**src/rtl/prng_pkg.sv**
```systemverilog
// Shared definitions for the PRNG request scheduler: FSM states, default seed
// and the requester-index width helper.
package prng_pkg;

  typedef enum logic [2:0] {
    IDLE,
    RESEED,
    WARM,
    ISSUE,
    WAIT,
    DELIVER
  } state_t;

  localparam logic [31:0] DEF_SEED = 32'hDEADBEEF;

  // Bits needed to index one of n requesters (never less than one).
  function automatic int unsigned idx_w(input int unsigned n);
    return (n < 2) ? 1 : $clog2(n);
  endfunction

endpackage

```
**src/rtl/prng_req_sched_rr_arbiter.sv**
```systemverilog
// Combinational round-robin picker: first set req bit at or after rr_ptr,
// wrapping modulo NREQ.
module rr_arbiter
  import prng_pkg::*;
#(
  parameter int unsigned NREQ = 2,
  parameter int unsigned IW   = idx_w(NREQ)
) (
  input  logic [NREQ-1:0] req,
  input  logic [IW-1:0]   rr_ptr,
  output logic [IW-1:0]   owner,
  output logic            valid
);

  logic [IW-1:0] cand;

  always_comb begin
    owner = '0;
    valid = 1'b0;
    cand  = rr_ptr;
    for (int unsigned i = 0; i < NREQ; i++) begin
      if (!valid && req[cand]) begin
        valid = 1'b1;
        owner = cand;
      end
      cand = (cand == IW'(NREQ - 1)) ? '0 : cand + IW'(1);
    end
  end

endmodule

```
**src/rtl/prng_req_sched.sv**
```systemverilog
// Shares one seedable PRNG core between NREQ requesters with reseed/warm-up
// sequencing. Optional repetition check enabled by PRNG_REPCHECK_EN.
module prng_req_sched #(
  parameter int unsigned NREQ     = 2,
  parameter int unsigned WARMUP   = 4,
  parameter int unsigned TIMEOUT  = 64,
  parameter logic [31:0] DEF_SEED = prng_pkg::DEF_SEED
) (
  input  logic            clk,
  input  logic            resetn,
  input  logic [NREQ-1:0] req,
  output logic [NREQ-1:0] ack,
  output logic [31:0]     rnd_data,
  input  logic            seed_we,
  input  logic [31:0]     seed_di,
  output logic            busy,
  output logic            fault,
`ifdef PRNG_REPCHECK_EN
  output logic            rep_alarm,
`endif
  output logic            gen_seed_load,
  output logic [31:0]     gen_seed,
  output logic            gen_start,
  input  logic            gen_done,
  input  logic [31:0]     gen_data
);

  import prng_pkg::*;

  localparam int unsigned IW = idx_w(NREQ);
  localparam int unsigned TW = $clog2(TIMEOUT + 1);

  state_t        state;
  logic [IW-1:0] owner;
  logic [IW-1:0] rr_ptr;
  logic [31:0]   seed_lat;
  logic          seed_pend;
  logic [7:0]    warm_cnt;
  logic          started;
  logic [TW-1:0] tcnt;
  logic [31:0]   word;
  logic [IW-1:0] arb_owner;
  logic          arb_valid;
  logic          alarm;

  rr_arbiter #(
    .NREQ (NREQ),
    .IW   (IW)
  ) u_arb (
    .req    (req),
    .rr_ptr (rr_ptr),
    .owner  (arb_owner),
    .valid  (arb_valid)
  );

  assign busy = (state != IDLE);

  always_ff @(posedge clk or negedge resetn) begin
    if (!resetn) begin
      state         <= RESEED;
      owner         <= '0;
      rr_ptr        <= '0;
      seed_lat      <= DEF_SEED;
      seed_pend     <= 1'b0;
      warm_cnt      <= '0;
      started       <= 1'b0;
      tcnt          <= '0;
      word          <= '0;
      ack           <= '0;
      rnd_data      <= '0;
      fault         <= 1'b0;
      gen_seed_load <= 1'b0;
      gen_seed      <= DEF_SEED;
      gen_start     <= 1'b0;
    end else begin
      gen_start     <= 1'b0;
      gen_seed_load <= 1'b0;
      ack           <= '0;
      unique case (state)
        RESEED: begin
          gen_seed_load <= 1'b1;
          gen_seed      <= seed_lat;
          seed_pend     <= 1'b0;
          warm_cnt      <= 8'(WARMUP);
          started       <= 1'b0;
          state         <= (WARMUP > 0) ? WARM : IDLE;
        end
        WARM: begin
          // started splits each warm-up word into a start cycle and a wait phase
          if (!started) begin
            gen_start <= 1'b1;
            started   <= 1'b1;
            tcnt      <= '0;
          end else if (gen_done) begin
            started  <= 1'b0;
            warm_cnt <= warm_cnt - 8'd1;
            if (seed_pend)
              state <= RESEED;
            else if (warm_cnt == 8'd1)
              state <= IDLE;
          end else if (tcnt == TW'(TIMEOUT - 1)) begin
            fault   <= 1'b1;
            started <= 1'b0;
          end else begin
            tcnt <= tcnt + TW'(1);
          end
        end
        IDLE: begin
          if (seed_pend) begin
            state <= RESEED;
          end else if (arb_valid && !alarm) begin
            owner <= arb_owner;
            state <= ISSUE;
          end
        end
        ISSUE: begin
          gen_start <= 1'b1;
          tcnt      <= '0;
          state     <= WAIT;
        end
        WAIT: begin
          if (gen_done) begin
            word  <= gen_data;
            state <= DELIVER;
          end else if (tcnt == TW'(TIMEOUT - 1)) begin
            fault <= 1'b1;
            state <= IDLE;
          end else begin
            tcnt <= tcnt + TW'(1);
          end
        end
        DELIVER: begin
          if (req[owner]) begin
            rnd_data <= word;
            ack      <= NREQ'(1) << owner;
          end
          rr_ptr <= (owner == IW'(NREQ - 1)) ? '0 : owner + IW'(1);
          state  <= IDLE;
        end
        default: state <= IDLE;
      endcase
      if (seed_we) begin
        seed_lat  <= seed_di;
        seed_pend <= 1'b1;
      end
    end
  end

`ifdef PRNG_REPCHECK_EN
  logic [31:0] prev_word;
  logic        have_prev;
  logic        rep_m;
  logic        take;
  logic        warm_clear;

  assign take = gen_done && ((state == WAIT) || ((state == WARM) && started));
  assign warm_clear = ((state == WARM) && started && gen_done &&
                       (warm_cnt == 8'd1) && !seed_pend) ||
                      ((state == RESEED) && (WARMUP == 0));
  assign alarm = rep_alarm;

  // A fresh seed starts a fresh history; alarm clears only once warm-up ends,
  // but a repeat detected on that final word re-arms it on the same edge.
  always_ff @(posedge clk or negedge resetn) begin
    if (!resetn) begin
      prev_word <= '0;
      have_prev <= 1'b0;
      rep_m     <= 1'b0;
      rep_alarm <= 1'b0;
    end else begin
      if (state == RESEED) begin
        have_prev <= 1'b0;
        rep_m     <= 1'b0;
      end
      if (warm_clear)
        rep_alarm <= 1'b0;
      if (take) begin
        prev_word <= gen_data;
        have_prev <= 1'b1;
        if (have_prev && (gen_data == prev_word)) begin
          if (rep_m)
            rep_alarm <= 1'b1;
          rep_m <= 1'b1;
        end else begin
          rep_m <= 1'b0;
        end
      end
    end
  end
`else
  assign alarm = 1'b0;
`endif

endmodule

```
**config.mk**
```make
export PLATFORM = sky130hd
export DESIGN_NAME = prng_req_sched
export DESIGN_NICKNAME = d
export VERILOG_FILES = /design/src/rtl/prng_pkg.sv /design/src/rtl/prng_req_sched_rr_arbiter.sv /design/src/rtl/prng_req_sched.sv
export SDC_FILE = /design/constraint.sdc
export NUM_CORES = 1
export LEC_CHECK = 0
export ABC_CLOCK_PERIOD_IN_PS = 2300
export CAP_MARGIN = 20
export CORE_MARGIN = 2
export CORE_UTILIZATION = 52
export CTS_BUF_LIST = sky130_fd_sc_hd__clkbuf_8 sky130_fd_sc_hd__clkbuf_16
export DETAILED_ROUTE_END_ITERATION = 12
export DONT_BUFFER_PORTS = 1
export HOLD_SLACK_MARGIN = 0.06
export PLACE_DENSITY = 0.67
export SLEW_MARGIN = 25
export SYNTH_ARGS = -nofsm -noshare
export SYNTH_HDL_FRONTEND = slang
export SYNTH_SLANG_ARGS = --single-unit
```
**constraint.sdc**
```tcl
create_clock -name clk -period 2.3 [get_ports clk]
set_input_delay 0.575 -clock clk [delete_from_list [all_inputs] [get_ports clk]]
set_output_delay 0.575 -clock clk [all_outputs]
set_load 0.02 [all_outputs]
```
== After elaboration in Yosys (flattened, before gate mapping) ==
Index checks and enable logic that the tools add are counted.

* Add/sub/neg operators: 4
* Order comparisons: 3
* Equality and inequality tests: 12
* Shift operators: 1
* Multiplexer cells: 43
* Bitwise gates (word level): 1
* Reductions and logical operators: 14

{| class="wikitable"
|+ Operators by type and width
! operator !! number
|-
| two-way mux 3 bit || 8
|-
| two-way mux 1 bit || 22
|-
| two-way mux 7 bit || 3
|-
| case mux 7 bit (3 select lines) || 1
|-
| two-way mux 8 bit || 2
|-
| case mux 8 bit (2 select lines) || 1
|-
| case mux 3 bit (5 select lines) || 1
|-
| != test 3 bit, second input constant || 3
|-
| == test 8 x 1 -> 1 bit, second input constant || 1
|-
| subtractor 8 x 1 -> 8 bit, second input constant || 1
|-
| adder 7 x 1 -> 7 bit, second input constant || 1
|-
| == test 7 x 6 -> 1 bit, second input constant || 1
|-
| == test 3 x 2 -> 1 bit, second input constant || 2
|-
| == test 3 bit, second input constant || 2
|-
| < comparator 1 x 2 -> 1 bit, second input constant || 3
|-
| case mux 1 bit (2 select lines) || 3
|-
| AND reduction 2 bit || 3
|-
| AND reduction 3 bit || 2
|-
| nonzero test 2 bit || 3
|-
| nonzero test 3 bit || 2
|-
| AND reduction 5 bit || 1
|-
| two-way mux 2 bit || 2
|-
| != test 2 bit, second input constant || 2
|-
| == test 3 x 1 -> 1 bit, second input constant || 1
|-
| other kinds (6) || 7
|}

* Flip-flop bits (word level): 155
* Output and inout bits: 70

== Longest topological paths before layout ==
* Depth in word-level cells: 9
* Depth in mapped cells: 6
* Depth with buffers taken out: 6

== Hierarchy ==
From an unflattened synthesis, not the netlist that was laid out.

* Cell total of the unflattened synthesis: 414
* Area total of the unflattened synthesis: 6,213.5 um2

{| class="wikitable"
|+ Modules (own cells, without submodules)
! module !! instances !! cells each !! area an instance (um2)
|-
| prng_req_sched || 1 || 411 || 6,195.9
|-
| rr_arbiter || 1 || 3 || 17.5
|}

== Least setup slack after synthesis ==
OpenSTA, ideal clock, no wires.

* Kind: register -> register
* Start point: reg state[0]
* End point: reg rnd_data[13]
* Setup time: 0.125 ns
* Data arrival time: 1.704 ns
* Required time: 2.175 ns
* Path slack: 0.472 ns
* Stages on the path, launching flop included: 6
* Path buffers: 1
* Period minus slack after synthesis: 1.828 ns
* Cell sequence: dfstp_2 > nand2b_2 > or2_2 > a21oi_4 > buf_4 > mux2_2

* Cells in the longest elaborated chain, start to end: 2

{| class="wikitable"
|+ RTL lines
! item !! line !! RTL
|-
| start: declaration || prng_req_sched.sv:33 || <nowiki>state_t state;</nowiki>
|-
| start signal: assignment || prng_req_sched.sv:86 || <nowiki>state <= (WARMUP > 0) ? WARM : IDLE;</nowiki>
|-
| == test 3 bit || prng_req_sched.sv:79 || <nowiki>unique case (state)</nowiki>
|-
| AND reduction 2 bit (no line) || n/a ||
|-
| end signal: assignment || prng_req_sched.sv:134 || <nowiki>rnd_data <= word;</nowiki>
|-
| end: declaration || prng_req_sched.sv:13 || <nowiki>output logic [31:0] rnd_data,</nowiki>
|}

Every way passes these cells.
A chain may end at the register's enable or synchronous reset.

== Worst setup path after layout ==
* Start point: reg state[1]
* End point: reg rnd_data[24]

Same word-level chain as after synthesis.

==> flow_summary.rst <==
.. list-table::
   :header-rows: 1

   * - Metric
     - Value
   * - Most common cell in the synthesized netlist
     - mux2_2
   * - Leakage component of the power
     - 2.904 nW
   * - Overall die width
     - 113.1 um
   * - Maximum Capacitance Violations
     - 0
   * - CTS tree
     - built
   * - Flop pwr share
     - 53.3%
   * - Sequential fraction of the synthesis area
     - 63.60%
   * - Post-synthesis average cell area
     - 15.04 um^2
   * - Share of the clock period used by the worst path
     - 87.70%
   * - Reported net switching power
     - 3.284 mW
   * - Buffers inserted by post-CTS timing repair
     - 0
   * - Detailed-route wire length per cell
     - 19.03 um
   * - Min Tclk post-route
     - 2.017 ns
   * - Area of the mapped netlist
     - 6195 um^2
   * - Area contributors post-synth
     - dfrtp_1, mux2_2, dfstp_2, a21oi_1, nor2_1
   * - Leading register cell type out of synthesis
     - dfrtp_1
   * - Largest net degree at the start of global routing
     - 156
   * - Routability-driven placement congestion ratio
     - 0.8340
   * - Synth top area share
     - 42.82%
   * - Post-synthesis net count
     - 485
   * - Hold slack
     - -0.1513 ns
   * - Post-route cell area
     - 6982 um^2
   * - Maximum net fanout on the critical path
     - 25
   * - Critical path data arrival time
     - 2.32 ns
   * - Peak VDD IR
     - 0.0007799 V
   * - Instance area at placement
     - 6386 um^2
   * - Number of resized instances in the post-cts repair step
     - 0
   * - Remaining antenna violation count after routing
     - 0
   * - Syn Inst Count
     - 412
   * - Ys async rst share
     - 100.0%
   * - Result of the run
     - finished, violations left
   * - Post-route clock skew
     - 0.007982 ns
   * - Area of the placeable core
     - 11520 um^2
   * - Global-route total usage across every layer
     - 18.66%
   * - Number of warnings printed during yosys synthesis
     - 0
   * - Initial antenna violation count
     - 0
   * - Largest area contributor in the netlist
     - dfrtp_1
   * - Category of the worst setup path launch point
     - flop
   * - Count of input and output buffers
     - 0
   * - Worst Hold Class
     - primary input to async pin
   * - Final Setup Violations
     - 0
   * - Total detailed-routing wirelength
     - 10980 um
   * - DRC viols
     - 3
   * - Layout cells sized above 1
     - 52.76%
   * - Tightest Pin Transition
     - 0.5735 ns
   * - Final antenna diode count
     - 0
   * - Count of flip-flops with a built-in enable after synthesis
     - 0
   * - Classification of the worst setup path
     - flop to flop
   * - Unrepaired setup endpoints after global routing
     - false
   * - Length of the first detailed-routing pass in iterations
     - 8
   * - Setup Total Neg Slack
     - 0 ns
   * - Level count of the clock H-tree
     - 4
   * - Hold Violations, Final
     - 106
   * - Global-route wire length before repair
     - 18160 um
   * - Initial standard-cell utilization of the core
     - 53.79%
   * - Internal cell power
     - 6.875 mW
   * - Via density
     - 5.657
   * - Number of standard cells in the layout, taps in and fillers out
     - 577
   * - Top-Level Pins
     - 140
   * - Count of filler cells inserted in the layout
     - 894
   * - Required time at the worst-slack endpoint
     - 2.60 ns
   * - Clk_lat worst skew
     - 0.42 ns
   * - Clock tree root buffer cell
     - clkbuf_16
   * - Final nets
     - 494
   * - Switching part of the total power
     - 32.32%
   * - Number of rows in the core area
     - 39
   * - Power density of the placed cells
     - 1455 nW/um^2
   * - Number of storage elements in the synthesis netlist
     - 155
   * - Max-slew headroom
     - 61.41%
   * - DR vias
     - 3264
   * - Vertical extent of the die
     - 113.1 um
   * - Combinational share of power
     - 19.8%
   * - Clock share of power
     - 27.0%
   * - Register clock-pin slew on the reported worst setup and hold paths
     - 0.06 ns
   * - Post-synth cell types
     - 44
   * - Total CTS buffers
     - 17
   * - Starting DRT DRC Count
     - 178
   * - Sort of element at the end of the critical path
     - flop
   * - Grt total ovfl
     - 0
   * - Count of pins over their slew limit
     - 0
   * - Buffer depth of the longest clock path
     - 2
   * - Number of placed instances with taps included
     - 545
   * - Number of sinks driven by the clock tree
     - 155
   * - Total Die Area
     - 12800 um^2
   * - Number of global-route vias before repair
     - 3448
   * - Timing-limited maximum frequency
     - 495.7 MHz
   * - Detailed Place HPWL
     - 7388 um
   * - Synthesis-to-finish area growth
     - 12.70%
   * - Most common library cells after synthesis
     - mux2_2, dfrtp_1, dfstp_2
   * - Failing checks
     - design-rule violations, negative hold slack
-- per-layer routing --
metal  part of all wire, %  vias up  global-route usage, %
li1                      -     1494                      -
met1                    40     1657                  21.97
met2                    50       95                  28.98
met3                   8.6       18                  9.802
met4                   1.9        0                  7.480
met5                     0        -                      0
-- cell usage in the layout (no fill, tap or decap), drive strengths merged, types with 4 or more instances in the layout --
| cell type | n |
|---|---|
| inv | 9 |
| mux2 | 131 |
| buf | 7 |
| dfrtp | 106 |
| dfstp | 49 |
| nand2 | 10 |
| o21ai | 5 |
| clkbuf | 21 |
| a21oi | 13 |
| xnor2 | 4 |
| nor3 | 4 |
| nand2b | 6 |
| clkinv | 7 |
| nor2 | 13 |
-- registers in the layout, indices dropped and copies added (netlist names) --
| name | cells |
|---|---|
| tcnt | 7 |
| ack | 2 |
| gen_seed_load | 1 |
| gen_start | 1 |
| word | 32 |
| warm_cnt | 8 |
| owner | 1 |
| seed_pend | 1 |
| rnd_data | 32 |
| seed_lat | 32 |
| started | 1 |
| rr_ptr | 1 |
| fault | 1 |
| state | 3 |
| gen_seed | 32 |
-- final cells by class --
type / instances / area (um^2) / share of cell area, %
Timing Repair Buffer: 7 / 90.09 / 1.290
Clock buffer: 21 / 480.5 / 6.882
Clock inverter: 11 / 115.1 / 1.649
Multi-Input combinational cell: 232 / 2147 / 30.75
Tap cell: 143 / 178.9 / 2.563
Inverter: 8 / 30.03 / 0.4301
Sequential cell: 155 / 3940 / 56.43
-- cells by family after synthesis --
| logic type | Yosys count | share of synthesized area [%] |
|---|---|---|
| AO/OA/AOI/OAI | 37 | 4.201 |
| XOR/XNOR | 4 | 0.5655 |
| adder cells (fa/ha/maj) | 3 | 0.6060 |
| buffers and inverters | 25 | 1.979 |
| flip-flops | 155 | 63.60 |
| multiplexers | 132 | 23.97 |
| AND/OR/NAND/NOR | 56 | 5.070 |
-- critical path, cell delays in order (launching register included) --
cell	delay, ns
dfrtp_1	0.48
nand2b_2	0.31
or2_2	0.37
a21oi_4	0.17
buf_12	0.20
mux2_2	0.36
-- through the flow --
step / setup WS, ns / total power [mW] / utilization, % / hold WS (ns)
after CTS: 0.2748 / 10.29 / 60.63 / -0.1703
after global placement: 0.3530 / 7.349 / 55.45 / 0.2823
after global routing: 0.1862 / 10.74 / 60.63 / -0.1824
after floorplan: 0.4717 / 6.911 / - / 0.2794
after detailed placement: 0.2961 / 7.496 / 55.45 / 0.2824
final: 0.2828 / 10.16 / 60.63 / -0.1513
-- power groups by stage --
stage	Combinational, mW	Clock (mW)	Sequential (mW)
finish	2.01	2.74	5.41
global route	2.22	2.95	5.57
CTS	2.03	2.82	5.44
detailed placement	2.03	0	5.47
global placement	1.93	0	5.42
floorplan	1.74	0	5.17
-- final timing paths --
kind	to	slack, ns	depth (start not counted)	startpoint
worst max-delay path	rnd_data[24]	0.28	5	state[1]
worst min-delay path	word[20]	-0.15	0	resetn
worst max register to register	rnd_data[24]	0.28	5	state[1]
worst min register to register	rnd_data[18]	0.49	1	word[18]
max in group asynchronous	seed_lat[31]	2.18	0	resetn
min in group clk	owner	0.25	1	req[0]
(Power assumes the default switching activity.)
